### src/rtl/mult_sum_fixp_pkg.sv
// rtl/mult_sum_fixp_pkg.sv - width helpers and saturation limits for the fixed-point dot-product engine
//
// Contents:
//   prod_width(bitw)     : exact width of one bitw x bitw signed product
//   sum_width(bitw, dim) : exact width of the sum of dim such products
//   sat_max(bitw)        : largest bitw-bit two's-complement value, 2^(bitw-1)-1
//   sat_min(bitw)        : smallest bitw-bit two's-complement value, -2^(bitw-1)
//
// The limits are returned 128 bits wide so that callers can size-cast them
// into any accumulator width without losing the sign.

package mult_sum_fixp_pkg;

    function automatic int prod_width(input int bitw);
        return 2 * bitw;
    endfunction

    function automatic int sum_width(input int bitw, input int dim);
        return 2 * bitw + $clog2(dim);
    endfunction

    function automatic logic signed [127:0] sat_max(input int bitw);
        return (128'sd1 <<< (bitw - 1)) - 128'sd1;
    endfunction

    function automatic logic signed [127:0] sat_min(input int bitw);
        return -(128'sd1 <<< (bitw - 1));
    endfunction

endpackage

### src/rtl/fixp_rescale_sat.sv
// rtl/fixp_rescale_sat.sv - combinational rescale-by-fracw and saturate-to-bitw stage
//
// Parameters:
//   in_w  : width of the exact signed accumulator
//   bitw  : output width
//   fracw : number of fractional bits dropped by the rescale
// Ports:
//   sum_in : exact signed sum of products (Q with 2*fracw fractional bits)
//   out    : rescaled, saturated result (Q with fracw fractional bits)
//   ovf    : high when out was clamped to a limit

module fixp_rescale_sat
    import mult_sum_fixp_pkg::*;
#(
    parameter int in_w  = 33,
    parameter int bitw  = 16,
    parameter int fracw = 8
) (
    input  logic signed [in_w-1:0] sum_in,
    output logic        [bitw-1:0] out,
    output logic                   ovf
);

    localparam logic signed [in_w-1:0] LIM_HI = in_w'(sat_max(bitw));
    localparam logic signed [in_w-1:0] LIM_LO = in_w'(sat_min(bitw));

    // Arithmetic shift floors toward negative infinity; no rounding is applied.
    logic signed [in_w-1:0] scaled;
    assign scaled = sum_in >>> fracw;

    always_comb begin
        out = scaled[bitw-1:0];
        ovf = 1'b0;
        if (scaled > LIM_HI) begin
            out = LIM_HI[bitw-1:0];
            ovf = 1'b1;
        end else if (scaled < LIM_LO) begin
            out = LIM_LO[bitw-1:0];
            ovf = 1'b1;
        end
    end

endmodule

### src/rtl/mult_sum_fixp.sv
// rtl/mult_sum_fixp.sv - two-stage pipelined signed fixed-point dot product with saturation
//
// Parameters:
//   dim   : number of vector elements
//   bitw  : element and result width
//   fracw : fractional bits of the Q format
// Ports:
//   clk       : rising-edge clock
//   rst       : synchronous active-high reset, flushes the pipeline
//   in_valid  : x/weights are valid this cycle
//   x         : signed activations
//   weights   : signed weights
//   out_valid : out carries a new result this cycle
//   out       : signed dot product, held between valid results
//   ovf       : saturation flag for the result on out

module mult_sum_fixp
    import mult_sum_fixp_pkg::*;
#(
    parameter int dim   = 2,
    parameter int bitw  = 16,
    parameter int fracw = 8
) (
    input  logic            clk,
    input  logic            rst,
    input  logic            in_valid,
    input  logic [bitw-1:0] x       [0:dim-1],
    input  logic [bitw-1:0] weights [0:dim-1],
    output logic            out_valid,
    output logic [bitw-1:0] out,
    output logic            ovf
);

    localparam int PW = prod_width(bitw);
    localparam int SW = sum_width(bitw, dim);

    logic signed [PW-1:0] prod [0:dim-1];
    logic                 prod_valid;

    // Stage 1: exact products. Product registers only load on valid samples.
    always_ff @(posedge clk) begin
        if (rst) begin
            prod_valid <= 1'b0;
            for (int i = 0; i < dim; i++) begin
                prod[i] <= '0;
            end
        end else begin
            prod_valid <= in_valid;
            if (in_valid) begin
                for (int i = 0; i < dim; i++) begin
                    prod[i] <= PW'($signed(x[i])) * PW'($signed(weights[i]));
                end
            end
        end
    end

    // Exact accumulation; the extra clog2(dim) bits make any order safe.
    logic signed [SW-1:0] sum;
    always_comb begin
        sum = '0;
        for (int i = 0; i < dim; i++) begin
            sum = sum + SW'(prod[i]);
        end
    end

    logic [bitw-1:0] res_out;
    logic            res_ovf;

    fixp_rescale_sat #(
        .in_w  (SW),
        .bitw  (bitw),
        .fracw (fracw)
    ) u_rescale (
        .sum_in (sum),
        .out    (res_out),
        .ovf    (res_ovf)
    );

    // Stage 2: out/ovf hold their last valid result across idle cycles.
    always_ff @(posedge clk) begin
        if (rst) begin
            out_valid <= 1'b0;
            out       <= '0;
            ovf       <= 1'b0;
        end else begin
            out_valid <= prod_valid;
            if (prod_valid) begin
                out <= res_out;
                ovf <= res_ovf;
            end
        end
    end

endmodule

### config.mk
export PLATFORM = sky130hd
export DESIGN_NAME = mult_sum_fixp
export DESIGN_NICKNAME = d
export VERILOG_FILES = /design/src/rtl/mult_sum_fixp_pkg.sv /design/src/rtl/fixp_rescale_sat.sv /design/src/rtl/mult_sum_fixp.sv
export SDC_FILE = /design/constraint.sdc
export NUM_CORES = 2
export LEC_CHECK = 0
export ABC_AREA = 1
export CAP_MARGIN = 0
export CELL_PAD_IN_SITES_DETAIL_PLACEMENT = 1
export CELL_PAD_IN_SITES_GLOBAL_PLACEMENT = 2
export CORE_MARGIN = 3
export CORE_UTILIZATION = 39
export CTS_CLUSTER_SIZE = 30
export DETAILED_ROUTE_END_ITERATION = 7
export GPL_TIMING_DRIVEN = 1
export PLACE_DENSITY_LB_ADDON = 0.2
export SYNTH_ARGS = -nofsm -noshare
export SYNTH_HDL_FRONTEND = slang
export SYNTH_HIERARCHICAL = 1
export SYNTH_SLANG_ARGS = --single-unit
export TNS_END_PERCENT = 5
### constraint.sdc
create_clock -name clk -period 9.5 [get_ports clk]
set_clock_uncertainty 0.2 [all_clocks]
set_input_delay 2.375 -clock clk [delete_from_list [all_inputs] [get_ports clk]]
set_output_delay 2.375 -clock clk [all_outputs]
set_load 0.1 [all_outputs]
==> PnR_summary.wiki <==
{| class="wikitable"
! Metric !! Value
|-
| Cell total after placement || 4475
|-
| Post-synthesis cell count || 3613
|-
| Count of TritonRoute iterations in the first routing pass || 5
|-
| Relative area change from synthesis to final layout || 7.548%
|-
| Multi-input combinational cell area || 20050 sq um
|-
| CP bufs+invs || 5
|-
| Max-capacitance violation count || 0
|-
| Post-route insts no fill || 4491
|-
| Most frequent cell on the critical path || sky130_fd_sc_hd__fa_1
|-
| Total vias in the final route || 21840
|-
| Highest-utilization routing layer at the global route stage || met2
|-
| Slew Viols, Final || 0
|-
| Effective utilization at floorplan || 0.3960
|-
| Antenna-violating nets left || 0
|-
| Buffer cell driving the clock tree root || sky130_fd_sc_hd__clkbuf_16
|-
| Hold/Removal Path Class || flop to flop
|-
| Number of buffers created by CTS || 9
|-
| DIE HEIGHT || 267.8 microns
|-
| Number of antenna violations at the first check in global routing || 0
|-
| Syn Std Cell Area || 26740 sq um
|-
| CP Data Arrival Time || 8.56 ns
|-
| Hold buffer count at CTS || 0
|-
| Total track usage || 0.2277
|-
| H-Tree Depth || 3
|-
| Endpoint required time on the critical path || 9.41 ns
|-
| Clock Sink Count || 83
|-
| Met1 global-route usage || 0.3177
|-
| Met3 demand-to-capacity share in global routing || 0.006501
|-
| Result of the run || finished, final reports clean
|-
| FP Rows || 95
|-
| Buffers inserted by post-CTS timing repair || 0
|-
| Hold path start || out[1]$_SDFFE_PP0P_
|-
| Number of diodes added for antenna fixing || 0
|-
| Critical Path Source Type || input port
|-
| FF-to-FF setup slack || 6.19 ns
|-
| Transition time of the tightest slew-check pin || 1.114 ns
|-
| Number of nets in the final layout || 4401
|-
| Drt total wl || 79190 microns
|-
| Area of the die || 71740 sq um
|-
| Clock tree from TritonCTS || built
|-
| Slowest library cell on the worst path || sky130_fd_sc_hd__clkdlybuf4s50_1
|-
| Cell-by-cell listing of the critical path || clkdlybuf4s50_1 > nand2_1 > fa_1 > inv_1 > fa_1 > fa_1 > fa_1 > fa_1 > inv_1 > fa_1 > inv_1 > ha_1 > nand2_1 > nor2_1 > inv_1 > nor2_2 > nand4_1 > nand2_1 > nand2_1 > nand2_1 > nor2_1
|-
| Capturing point of the worst reg2reg path || out[14]$_SDFFE_PP0P_
|-
| Final number of hold-violating endpoints || 0
|-
| Register-to-Register Path Depth || 15
|-
| Stage delay of the slowest cell on the critical path || 1.03 ns
|-
| Via count of the first global-routing pass || 24460
|-
| Critical path start-end classification || input port to flop
|-
| Grt met2 use || 0.4040
|-
| Largest net degree at the start of global routing || 65
|-
| Starting DRC count in detailed routing || 916
|-
| FMAX || 115.6 MHz
|-
| Number of top-level design ports || 85
|-
| Layout cells sized above 1 || 0.03538
|-
| Startpoint of the worst setup timing path || weights[6]
|-
| Clock-pin slew reported for the worst setup and hold paths after clock tree synthesis || 0.07 ns
|-
| Final Wtd Congestion || 0.8650
|-
| Delay-heaviest family, CP || adder cells
|-
| Max Fanout on Critical Path || 16
|-
| Setup Total Neg Slack || 0 ns
|-
| Stages on the worst setup path || 21
|-
| Number of vias per cell || 4.862
|-
| Average wire per standard cell || 17.63 microns
|-
| Wire length of the first global-routing pass || 129500 microns
|-
| DP HPWL || 70270 microns
|-
| Launch point of the worst reg-to-reg path || prod[0][21]$_SDFFCE_PN0P_
|-
| Overflow after GRT || 0
|-
| Critical Path Sink || prod[0][55]$_SDFFCE_PN0P_
|-
| Post-synthesis average cell area || 7.401 sq um
|-
| Number of warnings reported in the yosys synthesis log || 6
|-
| Final worst-path cycle share || 0.9103
|-
| Number of buffer cells added on primary ports || 84
|-
| Final worst path period need || 8.648 ns
|-
| CTS resizes || 0
|-
| Total of fill cells in the finished design || 8479
|-
| Clock latency reported for the late side of the worst-skew pair || 0.36 ns
|-
| Maximum count of clock buffers along a single path || 2
|-
| Width of the chip || 267.8 microns
|-
| Drc violations || 0
|-
| Worst max-slew margin expressed relative to the limit || 0.2565
|-
| Sequential standard cell area || 2302 sq um
|-
| Unrepaired setup endpoints after global routing || false
|-
| Net count after synthesis || 4401
|-
| Number of setup violations in the final report || 0
|-
| Critical path endpoint category || flop
|-
| Floorplan core area || 67510 sq um
|}
[stage by stage]
stage               utilization  hold slack (ns)  instance area, sq um  setup WS [ns]
floorplan                     -           0.4671                 26740          1.559
global placement         0.4210           0.2839                 28430         0.4830
detailed placement       0.4210           0.2868                 28430         0.4331
CTS                      0.4259           0.3092                 28760         0.8069
global route             0.4259           0.3266                 28760         0.4555
finish                   0.4259           0.3073                 28760         0.8523
[sequential cells by signal, summed over array words and instances (netlist names)]
register,flops
out_valid,1
prod,64
ovf,1
prod_valid,1
out,16
[layer usage]
layer	up-vias	routed length (microns)
li1	10360	-
met1	11150	37290
met2	260	39190
met3	60	1598
met4	0	1107
met5	-	0
[worst min-delay path by stage]
| stage | end | cells past startpoint |
|---|---|---|
| after CTS | out[2]$_SDFFE_PP0P_ | 2 |
| after global routing | out[2]$_SDFFE_PP0P_ | 2 |
| final | out[1]$_SDFFE_PP0P_ | 2 |
| after global placement | out[13]$_SDFFE_PP0P_ | 2 |
| after detailed placement | out[2]$_SDFFE_PP0P_ | 2 |
| after floorplan | out[15]$_SDFFE_PP0P_ | 3 |
[worst min-delay path, cell delays in order, from the launching register on]
cell and delay [ns]:
sky130_fd_sc_hd__dfxtp_1 0.33, sky130_fd_sc_hd__o21ai_0 0.07, sky130_fd_sc_hd__nor2_1 0.07
[cells in the final DEF, fill, tap and decap left out, drive strengths merged]
cell and instances:
a21o 5, a21oi 110, a31oi 2, and2 7, buf 32, bufinv 2
clkbuf 9, clkdlybuf4s50 84, clkinv 1, clkinvlp 1, dfxtp 19, edfxtp 64
fa 525, ha 196, inv 1041, nand2 1021, nand3 87, nand3b 5
nand4 23, nor2 245, nor3 18, nor4 3, o21a 13, o21ai 59
o21bai 17, or2 12, xnor2 5, xor2 12
[cell type report]
cell class,instances,share of cell area
flip-flops and latches,83,0.08006
clock buffers,9,0.007832
well taps,873,0.03798
multi-input cells,2365,0.6974
inverters,1038,0.1355
repair buffers,116,0.03759
clock inverters,7,0.003655
Power is left out: the tool's default activity adds up to more than one toggle a clock period on the data nets, which glitch-free logic cannot reach.
